## src/rtl/mulu_seq_shiftadd.sv

```systemverilog
`default_nettype none
// ============================================================================
// mulu_seq_shiftadd : sequential unsigned shift-and-add multiplier
// Revision 1.0
// ============================================================================
module mulu_seq_shiftadd #(
   parameter int X_WIDTH = 3,
   parameter int Y_WIDTH = 3,
   parameter int P_WIDTH = X_WIDTH + Y_WIDTH
) (
   input  logic               clk,
   input  logic               rst,
   input  logic [X_WIDTH-1:0] x,
   input  logic [Y_WIDTH-1:0] y,
   input  logic               start,
   output logic [P_WIDTH-1:0] p,
   output logic               rdy,
   output logic               busy
);

   localparam int CNT_W = $clog2(Y_WIDTH) + 1;
   localparam logic [CNT_W-1:0] LAST_CNT = CNT_W'(Y_WIDTH - 1);

   generate
      if (P_WIDTH != X_WIDTH + Y_WIDTH) begin : g_bad_p_width
         $error("mulu_seq_shiftadd: P_WIDTH must equal X_WIDTH + Y_WIDTH");
      end
   endgenerate

   typedef enum logic [1:0] {
      S_IDLE = 2'b00,
      S_RUN  = 2'b01,
      S_DONE = 2'b10
   } state_t;

   state_t             state_q,  state_d;
   logic [P_WIDTH-1:0] acc_q,    acc_d;
   logic [P_WIDTH-1:0] mcand_q,  mcand_d;
   logic [Y_WIDTH-1:0] mplier_q, mplier_d;
   logic [CNT_W-1:0]   cnt_q,    cnt_d;
   logic [P_WIDTH-1:0] p_q,      p_d;
   logic               rdy_q,    rdy_d;
   logic               busy_q,   busy_d;
   logic [P_WIDTH-1:0] acc_sum;

   // Running sum including the current partial product.
   assign acc_sum = mplier_q[0] ? (acc_q + mcand_q) : acc_q;

   always_comb begin
      state_d  = state_q;
      acc_d    = acc_q;
      mcand_d  = mcand_q;
      mplier_d = mplier_q;
      cnt_d    = cnt_q;
      p_d      = p_q;
      rdy_d    = rdy_q;
      busy_d   = busy_q;

      case (state_q)
         S_IDLE, S_DONE: begin
            if (start) begin
               mcand_d  = {{Y_WIDTH{1'b0}}, x};
               mplier_d = y;
               acc_d    = '0;
               cnt_d    = '0;
               rdy_d    = 1'b0;
               busy_d   = 1'b1;
               state_d  = S_RUN;
            end
         end
         S_RUN: begin
            acc_d    = acc_sum;
            mcand_d  = mcand_q << 1;
            mplier_d = mplier_q >> 1;
            cnt_d    = cnt_q + 1'b1;
            if (cnt_q == LAST_CNT) begin
               p_d     = acc_sum;
               rdy_d   = 1'b1;
               busy_d  = 1'b0;
               state_d = S_DONE;
            end
         end
         default: begin
            state_d = S_IDLE;
            rdy_d   = 1'b0;
            busy_d  = 1'b0;
         end
      endcase
   end

   always_ff @(posedge clk or negedge rst) begin
      if (!rst) begin
         state_q  <= S_IDLE;
         acc_q    <= '0;
         mcand_q  <= '0;
         mplier_q <= '0;
         cnt_q    <= '0;
         p_q      <= '0;
         rdy_q    <= 1'b0;
         busy_q   <= 1'b0;
      end else begin
         state_q  <= state_d;
         acc_q    <= acc_d;
         mcand_q  <= mcand_d;
         mplier_q <= mplier_d;
         cnt_q    <= cnt_d;
         p_q      <= p_d;
         rdy_q    <= rdy_d;
         busy_q   <= busy_d;
      end
   end

   assign p    = p_q;
   assign rdy  = rdy_q;
   assign busy = busy_q;

endmodule
`default_nettype wire

```

## config.mk

```make
export PLATFORM = sky130hd
export DESIGN_NAME = mulu_seq_shiftadd
export DESIGN_NICKNAME = d
export VERILOG_FILES = /design/src/rtl/mulu_seq_shiftadd.sv
export SDC_FILE = /design/constraint.sdc
export NUM_CORES = 1
export LEC_CHECK = 0
export ABC_AREA = 1
export BUFFER_PORTS_ARGS = -buffer_cell sky130_fd_sc_hd__buf_2
export CORE_MARGIN = 1
export CORE_UTILIZATION = 55
export CTS_CLUSTER_DIAMETER = 100
export DETAILED_ROUTE_END_ITERATION = 16
export GPL_TIMING_DRIVEN = 0
export PLACE_DENSITY = 0.73
export SLEW_MARGIN = 0
export SYNTH_ARGS = -nofsm -noshare
export SYNTH_HDL_FRONTEND = slang
export SYNTH_SLANG_ARGS = --single-unit
```

## constraint.sdc

```tcl
create_clock -name clk -period 2 [get_ports clk]
set_clock_uncertainty 0.1 [all_clocks]
set_input_delay 0.2 -clock clk [delete_from_list [all_inputs] [get_ports clk]]
set_output_delay 0.2 -clock clk [all_outputs]
set_load 0.05 [all_outputs]
```

==> impl_results.md, run 1 <==
- Result of the run: finished, final reports clean
- Worst-path cell chain: ha_1 -> fa_1 -> nand2_1 -> a21oi_1 -> o21bai_1 -> nand3_1 -> nand3_1 -> nand2_2
- Path type of the worst min-delay path: in -> reg
- Synth Net Count: 178
- Worst-Skew Late Latency: 320 ps
- Share of the clock period used by the worst path after layout: 0.896
- Lkg Pwr: 0.848 nW
- Final routed DRC violation total: 0
- Routability-driven placement congestion ratio: 0.761
- Initial standard-cell utilization of the core: 0.590
- Setup_tns: 0 ps
- CTS tree: built
- Wire length reported by the detailed router: 2.81 mm
- Multiplexer fraction of the synthesized cell area: 0
- Clock-pin slew of the registers on the worst-case setup and hold paths: 140 ps
- Number of buffers added for setup after CTS: 0
- Final Hold Viols: 0
- Remaining antenna violation count: 0
- Maximum single-stage delay on the critical path: 400 ps
- Upper clock frequency limit: 0.558 GHz
- Antenna cell count: 0
- Pin count of the biggest net entering global routing: 28
- Site Rows: 18
- Met3 global-route usage: 0.0169
- CTS Buffer Depth: 2
- Most common library cell in the layout ignoring fill and taps: sky130_fd_sc_hd__nand2_1
- Port bufs: 16
- Maximum fanout encountered on the critical timing path: 3
- Data required, critical path: 2130 ps
- Count of boundary I/O pins: 17
- Count of yosys warnings during synthesis: 0
- Data arrival time of the critical path: 1920 ps
- Final setup viols: 0
- Mean routed wirelength per cell: 13.3 um
- Cell variety after synth: 29
- Root Driver: sky130_fd_sc_hd__clkbuf_4
- Worst max-slew margin expressed relative to the limit: 0.606
- Combinational family with the most area after synthesis: simple AND/OR/NAND/NOR gates
- Antenna violations before repair: 0
- Max-cap violations: 0
- Global-route total usage across every layer: 0.232
- Area growth from synthesis to final layout: 10.3%
- Met1 track demand over resource in global routing: 0.311
- Area of the die: 0.00292 mm2
- Count of mapped cells out of synthesis: 161
- Critical path startpoint category: register
- Fin nets: 200
- Critical path start-end classification: reg -> reg
- Fraction of the yosys area taken by sequential cells: 0.454
- Global-route wire length before repair: 4.77 mm
- Cell with the most instances on the worst path: sky130_fd_sc_hd__nand3_1
- Largest voltage drop on the vdd net: 1.23 mV
- Unrepaired setup endpoints after global routing: no
- Commonest cells after routing, fill and taps aside: 28 x sky130_fd_sc_hd__nand2_1, 27 x sky130_fd_sc_hd__dfrtp_1, 24 x sky130_fd_sc_hd__inv_1
- Crit path capture type: register
- Cell with the biggest individual delay on the critical path: sky130_fd_sc_hd__dfrtp_1
- Hpwl dp: 2.16 mm
- X dimension of the die: 54.0 um
- Simple logic cell fraction of the synthesized area: 0.216
- Pin slew with the least headroom to its limit: 592 ps
- TritonCTS buffer count: 3
- Kind of cell adding the most delay to the critical path: adder cells
- Post-layout power: 3.08 mW
- DR vias: 1108
- Count of H-tree levels built during CTS: 1
- Fraction of synthesized cell area in xor and xnor cells: 0.00589
- Core Area: 0.00252 mm2
- Adder and majority cell fraction of the synthesized area: 0.0723
- Count of clock tree sinks: 27
- Ratio of cells with drive above 1 in the final layout: 0.269
- Number of buffers and inverters on the critical path: 0
- Synthesized flop and latch total: 27
- Post-CTS resize count: 0
- Post-detailed-route via-to-cell ratio: 5.23
- First-pass detailed-route iteration total: 4
- Overflow after GRT: 0
- Pwr dens: 1880 mW/mm2
- Most used routing layer in global routing: met2
- Vias in the first global route: 1116
- GR Util met2: 0.401
- Synthesized-area fraction occupied by ao, oa, aoi and oai cells: 0.152
- Initial DRC count: 11
- Count of pins over their slew limit: 0
- Time the final worst path needs with I/O delays and setup: 1790 ps
- Avg Synthesized Cell Area: 9.24 um2
- Overall die height: 54.0 um
- Cell area after technology mapping: 0.00149 mm2
-- area by class of cell --
cell class / count / area, um2
Buffer: 4 / 43.8
Sequential cell: 27 / 676
Multi-Input combinational cell: 103 / 664
Timing Repair Buffer: 17 / 90.1
Inverter: 27 / 104
Clock buffer: 4 / 26.3
Fill cell: 210 / 881
Tap cell: 30 / 37.5
-- layer usage --
layer,vias to the layer above,part of all wire
met3,2,0.019
met1,521,0.48
met4,0,0.0043
met5,-,0
met2,14,0.49
li1,571,-
-- report_power, final --
part	internal [mW]	leakage, nW	switching, mW
registers	0.791	0.339	0.151
clock network	0.0779	0.0150	0.153
logic	0.664	0.494	1.25
-- worst paths after layout --
| check | endpoint | start | slack (ps) | depth (start not counted) |
|---|---|---|---|---|
| max reg2reg | p[4] | acc_q[0] | 210 | 8 |
| min in group asynchronous | mcand_q[5] | rst | 300 | 2 |
| min | mcand_q[0] | x[0] | 30 | 3 |
| max in group asynchronous | mcand_q[2] | rst | 1110 | 2 |
| min reg2reg | p[1] | p[1] | 400 | 2 |
| max | p[4] | acc_q[0] | 210 | 8 |
-- through the flow --
step | std cells | worst slack, ps | hold WS (ps) | utilization | instance area (um2)
3_3_place_gp | 207 | 229 | 127 | 0.636 | 1610
6_report | 212 | 208 | 34.1 | 0.651 | 1640
4_1_cts | 212 | 201 | 24.4 | 0.651 | 1640
3_5_place_dp | 207 | 220 | 144 | 0.636 | 1610
2_1_floorplan | 161 | 353 | -196 | - | 1490
5_1_grt | 212 | 45.6 | 43.0 | 0.651 | 1640
-- cells by family (layout without fill, tap and decap cells) --
kind of cell	count (synthesis)	count (layout)
and+or+nand+nor	64	64
buffers and inverters	31	52
AOI/OAI and AO/OA	30	30
DFF	27	27
adders and majority gates	8	8
xor gates and xnor gates	1	1
-- timing repair --
item | in CTS | in global routing
endpoints found under the setup margin | 0 | 0
hold buffers | 1 | 0
hold endpoints to repair | 27 | 0
-- state kept, by name, indices dropped and copies added (netlist names) --
name	count
acc_q	6
busy	1
cnt_q	3
mcand_q	6
mplier_q	3
p	6
rdy	1
state_q	1
-- Yosys cell counts --
| library cell | number | share of area |
|---|---|---|
| sky130_fd_sc_hd__nand2_8 | 1 | 0.013 |
| sky130_fd_sc_hd__o21ai_1 | 3 | 0.010 |
| sky130_fd_sc_hd__o21ai_0 | 8 | 0.027 |
| sky130_fd_sc_hd__inv_1 | 24 | 0.061 |
| sky130_fd_sc_hd__xnor2_1 | 1 | 0.0059 |
| sky130_fd_sc_hd__nor2_4 | 1 | 0.0076 |
| sky130_fd_sc_hd__nand2_4 | 1 | 0.0076 |
| sky130_fd_sc_hd__nand4_1 | 1 | 0.0042 |
| sky130_fd_sc_hd__nand2_2 | 10 | 0.042 |
| sky130_fd_sc_hd__inv_4 | 1 | 0.0042 |
| sky130_fd_sc_hd__buf_12 | 1 | 0.013 |
| sky130_fd_sc_hd__a221oi_2 | 4 | 0.040 |
| sky130_fd_sc_hd__fa_1 | 1 | 0.013 |
| sky130_fd_sc_hd__buf_4 | 1 | 0.0050 |
| sky130_fd_sc_hd__nor2_1 | 5 | 0.013 |
| sky130_fd_sc_hd__inv_2 | 2 | 0.0050 |
| sky130_fd_sc_hd__buf_2 | 1 | 0.0034 |
| sky130_fd_sc_hd__dfrtp_1 | 27 | 0.45 |
| sky130_fd_sc_hd__nand2_1 | 28 | 0.071 |
| sky130_fd_sc_hd__o21ai_2 | 4 | 0.024 |
| sky130_fd_sc_hd__o22ai_1 | 6 | 0.025 |
| sky130_fd_sc_hd__a21oi_1 | 3 | 0.010 |
| sky130_fd_sc_hd__ha_1 | 7 | 0.059 |
| sky130_fd_sc_hd__o21bai_1 | 1 | 0.0050 |
| sky130_fd_sc_hd__a21oi_4 | 1 | 0.011 |
| sky130_fd_sc_hd__or2_2 | 1 | 0.0042 |
| sky130_fd_sc_hd__nor3_1 | 4 | 0.013 |
| sky130_fd_sc_hd__nand3_1 | 12 | 0.040 |
| sky130_fd_sc_hd__buf_6 | 1 | 0.0076 |
-- worst reg2reg max path: cells and delay by family (launching register included) --
kind	cells	cell delay [ps]
compound gates	2	210
fa+ha+maj	2	650
flops	1	400
simple gates	4	350
Power figures use the tool's default switching activity.
==> run 2: changes to the inputs <==
- ABC_AREA: 1 -> unset
- PLACE_DENSITY: 0.73 -> 0.72
==> impl_results.md, run 2 <==
- Port bufs: 15
- Upper clock frequency limit: 0.517 GHz
- Fraction of the yosys area taken by sequential cells: 0.426
- Synth async-reset ratio: 1.00
- Antenna violations before repair: 0
- Area of the die: 0.00311 mm2
- Count of H-tree levels built during CTS: 1
- Fill count: 245
- Data arrival time of the critical path: 2100 ps
- Final setup viols: 0
- Cell area after technology mapping: 0.00159 mm2
- Path depth of the worst reg2reg path: 7
- Number of cells on the worst hold path: 2
- Clock-pin slew of the registers on the worst-case setup and hold paths: 150 ps
- CTS tree: built
- Area growth from synthesis to final layout: 11.9%
- Count of yosys warnings during synthesis: 0
- Total placed instance area: 0.00170 mm2
- Wire length reported by the detailed router: 3.27 mm
- Synthesized flop and latch total: 27
- Antenna cell count: 0
- Number of synthesized flops with an enable pin: 0
- Synth Flop Type: sky130_fd_sc_hd__dfrtp_1
- Pin slew with the least headroom to its limit: 588 ps
- Root Driver: sky130_fd_sc_hd__clkbuf_4
- Unrepaired setup endpoints after global routing: no
- Post-detailed-route via-to-cell ratio: 5.80
- Top post-synthesis cells by count: 27 x sky130_fd_sc_hd__dfrtp_1, 25 x sky130_fd_sc_hd__nor2_1, 19 x sky130_fd_sc_hd__nand2_1, 18 x sky130_fd_sc_hd__a21oi_1, 9 x sky130_fd_sc_hd__mux2i_1
- Most common library cell in the layout ignoring fill and taps: sky130_fd_sc_hd__dfrtp_1
- Overall die height: 55.7 um
- Library cell with the highest instance count after synthesis: sky130_fd_sc_hd__dfrtp_1
- Post-Layout Inst Area: 0.00178 mm2
- Initial DRC count: 31
- Global-route wire length before repair: 5.95 mm
- X dimension of the die: 55.7 um
- Count of boundary I/O pins: 17
- Time the final worst path needs with I/O delays and setup: 1930 ps
- Largest voltage drop on the vdd net: 1.16 mV
- TritonCTS buffer count: 3
- Count of pins over their slew limit: 0
- Path type of the worst min-delay path: in -> reg
- Largest cells by area after synthesis: sky130_fd_sc_hd__dfrtp_1 43%, sky130_fd_sc_hd__nor2_1 5.9%, sky130_fd_sc_hd__a21oi_1 5.7%
- Count of mapped cells out of synthesis: 168
- Tightest hold margin: 13.8 ps
- Leading area contributor after synthesis: sky130_fd_sc_hd__dfrtp_1
- Maximum fanout encountered on the critical timing path: 3
- Crit path capture type: register
- Area of the multi-input gates: 847 um2
- Register Area: 676 um2
- Mean routed wirelength per cell: 14.7 um
- DR vias: 1287
- Max-cap violations: 0
- Critical path start-end classification: reg -> reg
- CTS Buffer Depth: 2
- Overflow after GRT: 0
- Utilization after layout: 0.650
- Core Area: 0.00273 mm2
- First-pass detailed-route iteration total: 4
- Commonest cells after routing, fill and taps aside: 27 x sky130_fd_sc_hd__dfrtp_1, 25 x sky130_fd_sc_hd__nor2_1, 20 x sky130_fd_sc_hd__buf_2
- Final Hold Viols: 0
- Fin nets: 209
- Global-route total usage across every layer: 0.238
- Share of the clock period used by the worst path after layout: 0.967
- Worst max-slew margin expressed relative to the limit: 0.608
- Share of the synthesized area in the top cell type: 0.426
- Count of clock tree sinks: 27
- Avg Synthesized Cell Area: 9.45 um2
- Synth Net Count: 185
- Pwr dens: 1890 mW/mm2
- Site Rows: 19
- Hpwl dp: 2.39 mm
- Vias in the first global route: 1343
- Ratio of cells with drive above 1 in the final layout: 0.220
- Final routed DRC violation total: 0
- Critical path startpoint category: register
- Post-layout instance count excluding filler cells: 222
- Remaining antenna violation count: 0
- Cell variety after synth: 37
- Instance count after placement with tap cells included: 214
- Pin count of the biggest net entering global routing: 28
- Worst-Skew Late Latency: 320 ps
- Result of the run: finished, final reports clean
- Lkg Pwr: 0.816 nW
- Data required, critical path: 2160 ps
- Routability-driven placement congestion ratio: 0.858
- Initial standard-cell utilization of the core: 0.581
## run 2: cell types whose count changed after synthesis, sizes merged, moves of 4 or more
cell    delta
a21oi     +14
a221oi     -4
buf        +6
inv       -24
mux2i      +9
nand2     -21
nand3     -10
nor2      +19
nor2b      +5
o21ai      -6
## run 2: power breakdown
part	total, mW	switching [mW]	internal, mW
combinational	2.12	1.28	0.840
clock	0.232	0.157	0.0748
sequential	1.00	0.204	0.800
## run 2: worst max-delay path, stage by stage (launching register included)
cell,delay (ps)
sky130_fd_sc_hd__dfrtp_1,420
sky130_fd_sc_hd__ha_2,230
sky130_fd_sc_hd__fa_2,360
sky130_fd_sc_hd__a21o_1,170
sky130_fd_sc_hd__a21oi_1,170
sky130_fd_sc_hd__xnor2_1,160
sky130_fd_sc_hd__mux2i_1,110
sky130_fd_sc_hd__a21oi_1,150
## run 2: path summary, 6_finish.rpt
| check | from | end | slack, ps |
|---|---|---|---|
| min in group asynchronous | rst | p[3] | 290 |
| max in group asynchronous | rst | rdy | 1110 |
| worst min-delay path | y[2] | mplier_q[2] | 10 |
| worst min register to register | cnt_q[0] | cnt_q[0] | 420 |
| worst max register to register | acc_q[0] | p[4] | 70 |
| worst max-delay path | acc_q[0] | p[4] | 70 |
## run 2: cell type report
type	count	area share
Clock inverter	1	0.00282
Multi-Input combinational cell	128	0.477
Timing Repair Buffer	19	0.0620
Tap cell	31	0.0218
Sequential cell	27	0.380
Buffer	10	0.0373
Inverter	3	0.00634
Clock buffer	3	0.0127
## run 2: logic make-up (layout without fill, tap and decap cells)
kind of cell | after synthesis | in the layout | synth area share
AO/OA/AOI/OAI | 44 | 44 | 0.174
XOR/XNOR | 4 | 4 | 0.0221
adder cells (fa/ha/maj) | 8 | 8 | 0.0678
buffers and inverters | 13 | 36 | 0.0489
flip-flops | 27 | 27 | 0.426
multiplexers | 10 | 10 | 0.0638
AND/OR/NAND/NOR | 62 | 62 | 0.198
## run 2: per-layer routing
layer  track usage  vias to the layer above  wire length, um  part of all wire
met4        0.0857                        0               19            0.0058
li1              -                      639                -                 -
met5             0                        -                0                 0
met1         0.316                      612             1400              0.43
met2         0.398                       34             1710              0.52
met3        0.0326                        2              142             0.043
## run 2: repair_timing
| action | in CTS | in global routing |
|---|---|---|
| hold endpoints to repair | 28 | 0 |
| buffers inserted | 2 | 0 |
| hold buffers | 2 | 0 |
| setup endpoints to repair | 2 | 4 |
| gates resized for setup | 1 | 2 |
| gates cloned | 0 | 0 |
## run 2: through the flow
stage | power [mW] | setup WS [ps] | setup TNS [ps]
after floorplan | 2.65 | 123 | 0
after global placement | 3.00 | 19.8 | 0
after detailed placement | 3.08 | -34.4 | -34.4
after CTS | 3.35 | 22.4 | 0
after global routing | 3.65 | 8.31 | 0
final | 3.36 | 65.2 | 0
==> run 3: changes to the inputs <==
- RECOVER_POWER: unset -> 25
- REMOVE_ABC_BUFFERS: unset -> 1
==> impl_results.md, run 3 (synthesis gave the netlist of run 2 again) <==
- Result of the run: finished, final reports clean
- Utilization after layout: 0.637
- Wire length reported by the detailed router: 3.00 mm
- Count of pins over their slew limit: 0
- Root Driver: sky130_fd_sc_hd__clkbuf_4
- Port bufs: 16
- Overall die height: 55.7 um
- Ratio of cells with drive above 1 in the final layout: 0.190
- Final Hold Viols: 0
- Pin slew with the least headroom to its limit: 702 ps
- Routed length on met1: 1.49 mm
- Global-route total usage across every layer: 0.218
- Data required, critical path: 2150 ps
- Area of the die: 0.00311 mm2
- Path depth of the worst reg2reg path: 7
- Reg2Reg Capture Point: p[4]
- First-pass detailed-route iteration total: 5
- Data arrival time of the critical path: 2050 ps
- Count of clock tree sinks: 27
- Worst-case setup slack after placement: -40.8 ps
- Core Area: 0.00273 mm2
- Setup_tns: 0 ps
- Pin count of the biggest net entering global routing: 28
- Site Rows: 19
- Antenna cell count: 0
- Upper clock frequency limit: 0.526 GHz
- X dimension of the die: 55.7 um
- Path type of the worst min-delay path: in -> reg
- Area growth from synthesis to final layout: 9.69%
- Worst-Skew Late Latency: 310 ps
- Fin nets: 202
- Global-route wire length before repair: 5.32 mm
- Pwr dens: 1850 mW/mm2
- Antenna violations before repair: 0
- Total placed instance area: 0.00164 mm2
- Hold Crit Start: x[2]
- Count of boundary I/O pins: 17
- Crit path setup slack, layout: 97.5 ps
- RR Startpoint: acc_q[0]
- Fill count: 239
- Final setup viols: 0
- Count of H-tree levels built during CTS: 1
- Critical path startpoint category: register
- TritonCTS buffer count: 3
- Time the final worst path needs with I/O delays and setup: 1900 ps
- CTS Buffer Depth: 2
- Hpwl dp: 2.12 mm
- Lkg Pwr: 0.780 nW
- Share of the clock period used by the worst path after layout: 0.951
- Overflow after GRT: 0
- Maximum fanout encountered on the critical timing path: 3
- Vias in the first global route: 1191
- Critical path start-end classification: reg -> reg
- Mean routed wirelength per cell: 13.9 um
- Most common library cell in the layout ignoring fill and taps: sky130_fd_sc_hd__dfrtp_1
- Routability-driven placement congestion ratio: 0.809
- Routed wire length on met3: 51 um
- Initial standard-cell utilization of the core: 0.581
- Post-Layout Inst Area: 0.00174 mm2
- Post-detailed-route via-to-cell ratio: 5.62
- Largest voltage drop on the vdd net: 1.06 mV
- DR vias: 1209
- Tightest hold margin: 45.4 ps
- Reg-to-reg setup timing slack: 100 ps
- Remaining antenna violation count: 0
- Post-layout instance count excluding filler cells: 215
- Min-Delay Endpoint: mcand_q[2]
- CTS tree: built
- Crit path capture type: register
- Worst max-slew margin expressed relative to the limit: 0.532
- Post-layout power: 3.23 mW
- Clock-pin slew of the registers on the worst-case setup and hold paths: 130 ps
- Initial DRC count: 18
- Unrepaired setup endpoints after global routing: yes
- Uppermost signal routing layer after detailed routing: met4
- Commonest cells after routing, fill and taps aside: 26 x sky130_fd_sc_hd__dfrtp_1, 25 x sky130_fd_sc_hd__nor2_1, 19 x sky130_fd_sc_hd__nand2_1
- Max-cap violations: 0
- Number of cells on the worst hold path: 3
- Final routed DRC violation total: 0
- Instance count after placement with tap cells included: 205
- Detail Route met2 WL: 1.44 mm
-- run 3: changes by cell type in the layout (fill, tap and decap cells not counted), sizes merged --
cell	delta
dlygate4sd3	+1
clkinv	-1
buf	-9
clkbuf	+2
-- run 3: routing by layer --
metal / GRT usage / up-vias
li1: - / 623
met1: 0.293 / 571
met2: 0.367 / 13
met3: 0.0279 / 2
met4: 0.0679 / 0
met5: 0 / -
-- run 3: worst max-delay path by stage --
stage                     start       end  slack [ps]  depth (start not counted)
CTS                 mplier_q[0]  acc_q[5]          40                          5
floorplan              acc_q[0]      p[4]         120                          7
finish                 acc_q[0]      p[4]         100                          7
detailed placement     acc_q[0]      p[4]         -40                          7
global route           acc_q[0]      p[4]          -8                          7
global placement       acc_q[0]      p[4]          -3                          7
-- run 3: cell type report --
class | instances | area [um2] | area share
flip-flops and latches | 27 | 677 | 0.389
well taps | 31 | 38.8 | 0.0223
clock buffers | 4 | 26.3 | 0.0151
repair buffers | 22 | 133 | 0.0761
multi-input cells | 128 | 856 | 0.491
inverters | 3 | 11.3 | 0.00647
-- run 3: critical path, stage by stage, from the launching register on --
cell and delay (ps):
sky130_fd_sc_hd__dfrtp_1 410, sky130_fd_sc_hd__ha_2 230, sky130_fd_sc_hd__fa_2 360, sky130_fd_sc_hd__a21o_1 180, sky130_fd_sc_hd__a21oi_2 150, sky130_fd_sc_hd__xnor2_1 150
sky130_fd_sc_hd__mux2i_1 120, sky130_fd_sc_hd__a21oi_1 150
-- run 3: timing repair --
item / 4_1_cts / 5_1_grt
hold buffers: 3 / 0
gates resized for setup: 2 / 4
buffers inserted: 2 / 1
gates cloned: 0 / 0
setup endpoints to repair: 2 / 5
endpoints found under the hold margin: 29 / 0
-- run 3: where the power goes --
group | switching, mW | internal (mW) | total, mW | leakage, nW
sequential | 0.320 | 0.801 | 1.12 | 0.331
clock | 0.148 | 0.0779 | 0.226 | 0.0150
combinational | 1.12 | 0.756 | 1.88 | 0.434
total | 1.59 | 1.63 | 3.23 | 0.780
